[config.mk]
export PLATFORM = sky130hd
export DESIGN_NAME = ts_ascii_encoder
export DESIGN_NICKNAME = d
export VERILOG_FILES = /design/src/rtl/ts_pkg.sv /design/src/rtl/bin2bcd_seq.sv /design/src/rtl/ts_ascii_encoder.sv
export SDC_FILE = /design/constraint.sdc
export NUM_CORES = 1
export LEC_CHECK = 0
export CAP_MARGIN = 20
export CORE_MARGIN = 2
export CORE_UTILIZATION = 40
export CTS_CLUSTER_SIZE = 30
export DETAILED_ROUTE_END_ITERATION = 10
export PLACE_DENSITY = 0.6
export SLEW_MARGIN = 25
export SYNTH_ARGS = -nofsm -noshare
export SYNTH_HDL_FRONTEND = slang
export SYNTH_SLANG_ARGS = --single-unit
[constraint.sdc]
create_clock -name i_clk -period 1.85 [get_ports i_clk]
set_clock_uncertainty 0.15 [all_clocks]
set_input_delay 0.37 -clock i_clk [delete_from_list [all_inputs] [get_ports i_clk]]
set_output_delay 0.37 -clock i_clk [all_outputs]
set_load 0.01 [all_outputs]
[src/rtl/ts_pkg.sv]
// Shared constants, FSM encoding and BCD helpers for the timestamp ASCII encoder.
package ts_pkg;

  localparam int TS_WIDTH   = 32;
  localparam int NUM_DIGITS = 10;
  localparam int BCD_W      = 4 * NUM_DIGITS;
  localparam logic [7:0] ASCII_ZERO = 8'h30;

  typedef enum logic [1:0] {IDLE, CONV, SEND, TERM} state_t;

  // Double-dabble correction: every nibble >= 5 gets +3 before the next shift.
  function automatic logic [BCD_W-1:0] add3(input logic [BCD_W-1:0] b);
    logic [BCD_W-1:0] r;
    r = b;
    for (int i = 0; i < NUM_DIGITS; i++)
      if (b[4*i +: 4] >= 4'd5) r[4*i +: 4] = b[4*i +: 4] + 4'd3;
    return r;
  endfunction

  // idx 0 selects the most significant digit.
  function automatic logic [3:0] digit_at(input logic [BCD_W-1:0] b, input logic [3:0] idx);
    logic [3:0] d;
    d = '0;
    for (int i = 0; i < NUM_DIGITS; i++)
      if (idx == 4'(NUM_DIGITS-1-i)) d = b[4*i +: 4];
    return d;
  endfunction

  // Index of the first nonzero digit; an all-zero value still yields the last digit.
  function automatic logic [3:0] first_nz(input logic [BCD_W-1:0] b);
    logic [3:0] idx;
    idx = 4'(NUM_DIGITS-1);
    for (int i = 0; i < NUM_DIGITS; i++)
      if (b[4*i +: 4] != 4'd0) idx = 4'(NUM_DIGITS-1-i);
    return idx;
  endfunction

endpackage

[src/rtl/bin2bcd_seq.sv]
// Sequential shift-add-3 binary to BCD converter, one bit per cycle, MSB first.
// The first bit shifts in on the start edge, so done pulses 31 cycles later with bcd final.
module bin2bcd_seq
  import ts_pkg::*;
(
  input  logic                clk,
  input  logic                rst_n,
  input  logic                start,
  input  logic [TS_WIDTH-1:0] din,
  output logic                done,
  output logic [BCD_W-1:0]    bcd
);

  logic [TS_WIDTH-1:0]         sh;
  logic [$clog2(TS_WIDTH)-1:0] cnt;
  logic                        run;

  always_ff @(posedge clk) begin
    if (!rst_n) begin
      bcd  <= '0;
      sh   <= '0;
      cnt  <= '0;
      run  <= 1'b0;
      done <= 1'b0;
    end else if (start) begin
      bcd  <= {{(BCD_W-1){1'b0}}, din[TS_WIDTH-1]};
      sh   <= din << 1;
      cnt  <= 1;
      run  <= 1'b1;
      done <= 1'b0;
    end else if (run) begin
      bcd <= (add3(bcd) << 1) | {{(BCD_W-1){1'b0}}, sh[TS_WIDTH-1]};
      sh  <= sh << 1;
      cnt <= cnt + 1'b1;
      if (cnt == $clog2(TS_WIDTH)'(TS_WIDTH-1)) begin
        run  <= 1'b0;
        done <= 1'b1;
      end
    end else begin
      done <= 1'b0;
    end
  end

endmodule

[src/rtl/ts_ascii_encoder.sv]
// Timestamp to ASCII decimal byte stream with valid/ready handshake and terminator.
// Optional TS_ZERO_SUPPRESS_EN drops leading zero digits (value 0 still sends "0").
module ts_ascii_encoder
  import ts_pkg::*;
#(
  parameter logic [7:0] TERM_CHAR = 8'h0A
) (
  input  logic                i_clk,
  input  logic                i_res_n,
  input  logic                i_start,
  input  logic [TS_WIDTH-1:0] i_ts_val,
  output logic                o_busy,
  output logic [7:0]          o_tx_data,
  output logic                o_tx_valid,
  input  logic                i_tx_ready
);

  state_t             state, state_nx;
  logic [3:0]         idx, idx_nx;
  logic               conv_start, conv_done, xfer;
  logic [BCD_W-1:0]   bcd;
  logic [3:0]         digit;

  // Starts are only forwarded from IDLE, so the converter's latched value is safe.
  bin2bcd_seq u_conv (
    .clk   (i_clk),
    .rst_n (i_res_n),
    .start (conv_start),
    .din   (i_ts_val),
    .done  (conv_done),
    .bcd   (bcd)
  );

  always_ff @(posedge i_clk) begin
    if (!i_res_n) begin
      state <= IDLE;
      idx   <= '0;
    end else begin
      state <= state_nx;
      idx   <= idx_nx;
    end
  end

  assign digit = digit_at(bcd, idx);
  assign xfer  = o_tx_valid && i_tx_ready;

  always_comb begin
    state_nx   = state;
    idx_nx     = idx;
    conv_start = 1'b0;
    o_busy     = 1'b1;
    o_tx_valid = 1'b0;
    o_tx_data  = 8'h00;
    case (state)
      IDLE: begin
        o_busy = 1'b0;
        if (i_start) begin
          conv_start = 1'b1;
          state_nx   = CONV;
        end
      end
      CONV: begin
        if (conv_done) begin
          state_nx = SEND;
`ifdef TS_ZERO_SUPPRESS_EN
          idx_nx = first_nz(bcd);
`else
          idx_nx = '0;
`endif
        end
      end
      SEND: begin
        o_tx_valid = 1'b1;
        o_tx_data  = ASCII_ZERO + {4'd0, digit};
        if (xfer) begin
          if (idx == 4'(NUM_DIGITS-1)) state_nx = TERM;
          else                         idx_nx   = idx + 4'd1;
        end
      end
      TERM: begin
        o_tx_valid = 1'b1;
        o_tx_data  = TERM_CHAR;
        if (xfer) state_nx = IDLE;
      end
      default: state_nx = IDLE;
    endcase
  end

endmodule

==> impl_metrics.yaml <==
die:
  die_footprint_um2: 13400
  initial_core_utilization_pct: 41.2
  die_outline_height_um: 116
  top_level_ports: 46
  horizontal_die_dimension_um: 116
  core_region_area_um2: 12100
  placementRows: 40
sta:
  grt_setup_unrepaired: "true"
  setup_viol: 4
  finalCritPeriodShare_pct: 133
  finalMaxSlewViolations: 0
  setup_slack_ps: -619
  fmax_mhz: 405
  fin_worst_hold_slack_ps: 356
  finalCriticalPeriod_ps: 2470
  timing.final.hold_violations: 0
cells_and_area:
  drive_gt1_share_pct: 23.0
  final_net_count: 765
  areaGrowthSynthToFinish_pct: 34.0
  mostFrequentLayoutCells: "nand2_1 (87), buf_4 (87), dfxtp_1 (78)"
  n_antenna_cell: 0
worst_setup_path:
  crit_arrival_ps: 1950
  worst-setup-path-type: "reg -> out"
  critPathRequiredTime_ps: 1330
  worst_setup_sp_type: "flip-flop"
  crit_path_max_fo: 8
  timing.critical_path.to_type: "primary output"
flow_run:
  drv_cap: 0
global_route:
  largest_net_degree_at_the_start_of_global_routing: 62
  grt-ovfl-total: 0
  antenna_found_initial: 0
  first_global_vias: 4443
  global_route_wire_length_before_repair_um: 20400
  groute.usage.overall_pct: 19.4
routing:
  routed_via_density: 5.11
  drt_iter0_markers: 222
  dr_total_vias: 4447
  wire_per_inst_um: 14.1
  totalWireLength_um: 12300
  ant_nets: 0
  drt_drc_violations_left: 0
  detail_route.first_pass.iterations: 4
logic_synthesis:
  synth_largest_area_cell: "dfxtp_1"
  synthArstFlopShare_pct: 0
  yosys_register_bits: 84
  synth-edff-count: 0
  synth.yosys.seq_area_share_pct: 33.7
  synth.lib_cells_used.distinct: 47
  number_of_instances_in_the_synthesized_netlist: 589
  yosys.area.top_type_share_pct: 33.7
  dominantRegCellSynth: "dfxtp_1"
  synth.top_cells.by_area: "dfxtp_1 (34%), mux2i_1 (9.4%), ha_1 (7.8%), nand2_1 (6.6%), o211a_1 (6.2%)"
  syn_area_um2: 4990
  synth_warnings: 0
  syn-mean-instance-area_um2: 8.47
power:
  ir_worst_vdd_mv: 0.681
  cellPowerDensity_nw_per_um2: 977
  leakage_uw: 0.00294
  power_uw: 6530
cts:
  clock_sink_count: 84
  number_of_buffers_added_by_the_clock_tree_synthesis_step: 9
  worst_skew_pair.late_latency_ps: 350
  clk_path_buf_depth: 2
  cts.hold.buffers_added: 0
  cts-htree-levels: 3
  clk_root_buffer_cell: "clkbuf_16"
  tritoncts: "built"
  clk_transition_reported_paths_ps: 60
status:
  run_status: "complete, but fails checks"
  violations_in_the_final_reports: "negative setup slack"
placement:
  hpwl_um: 8790
  gp_congestion: 0.882
  place.port_buffers: 43
hold_path:
  kind_of_path_behind_the_tightest_hold_check: "reg -> reg"
-- critical path, cell delays in order, from the launching register on --
cell	delay, ps
dfxtp_4	390
ha_2	210
buf_6	130
or2b_1	290
a21oi_2	190
o21ai_2	90
a31o_1	170
buf_2	130
-- Yosys cell counts (all sizes together), types with 2 or more instances --
library cell / instances
nor2: 32
nand2b: 11
ha: 31
or2b: 2
nand4: 4
xnor2: 22
nor2b: 4
inv: 31
dfxtp: 84
a31oi: 2
a221oi: 3
o221ai: 4
mux2i: 47
a21boi: 3
clkbuf: 14
a21o: 8
a22oi: 3
nand4b: 4
o211a: 31
nand2: 88
nor3: 2
and2b: 2
o21ai: 31
a31o: 2
nand3b: 4
and3: 2
o211ai: 11
nand3: 24
a21oi: 48
buf: 27
xor2: 2
-- state kept, by name, indices dropped and copies added, names as in the netlist --
signal / count
state: 2
u_conv.sh: 31
u_conv.done: 1
u_conv.bcd: 40
idx: 4
u_conv.cnt: 5
u_conv.run: 1
-- worst paths after layout --
path,start,endpoint,slack [ps],cells after the start
setup / recovery,idx[0]$_SDFFE_PN0P_,o_tx_data[3],-620,7
hold / removal,u_conv.bcd[39]$_SDFFE_PP0P_,u_conv.bcd[39]$_SDFFE_PP0P_,360,2
setup reg to reg,state[0]$_SDFFE_PN0P_,idx[3]$_SDFFE_PN0P_,120,10
hold reg to reg,u_conv.bcd[39]$_SDFFE_PP0P_,u_conv.bcd[39]$_SDFFE_PP0P_,360,2
-- per-layer routing --
layer,part of all wire (%),vias up,track usage (%)
li1,-,2271,-
met1,44,2073,22.3
met2,49,80,34.5
met3,4.9,23,3.77
met4,2.7,0,9.13
met5,0,-,0
-- power by group --
| group | total [uW] | leakage, uW | switching (uW) | internal, uW |
|---|---|---|---|---|
| Combinational | 2200 | 0.00208 | 1110 | 1080 |
| Sequential | 2260 | 0.000688 | 183 | 2080 |
| Clock | 2070 | 0.000168 | 823 | 1250 |
| Total | 6530 | 0.00294 | 2120 | 4410 |
-- layout make-up --
type	instances	area, um^2
clock buffer	10	239
timing repair buffer	138	1180
multi-input combinational	434	3130
clock inverter	6	100
inverter	31	121
fill	1132	5430
sequential	84	1700
tap	168	210
-- kinds of logic (layout without fill, tap and decap cells) --
logic type | count (synthesis) | after routing | synth area share, %
AOI/OAI and AO/OA | 149 | 149 | 20.6
xor gates and xnor gates | 24 | 24 | 4.21
adders and majority gates | 31 | 31 | 7.78
buffers and inverters | 72 | 185 | 6.80
DFF | 84 | 84 | 33.7
muxes | 47 | 47 | 9.43
other | 1 | 2 | 0.0752
and+or+nand+nor | 181 | 181 | 17.4
-- through the flow --
step           worst slack (ps)  setup TNS, ps  area (um^2)  cells  util, %
3_5_place_dp               -652          -2880         6220    851     51.4
4_1_cts                    -653          -2450         6620    870     54.7
5_1_grt                    -698          -2650         6690    871     55.2
3_3_place_gp               -610          -2720         6220    851     51.4
6_report                   -619          -2340         6690    871     55.2
2_1_floorplan             -25.4          -27.4         5080    590        -
-- what timing repair did --
action                     4_1_cts  5_1_grt
gates cloned                     0        0
pin swaps                       19       11
setup buffers                    3        1
resized for setup               47       18
setup endpoints to repair       11       21
No activity file was read; power rests on OpenSTA's default activity.
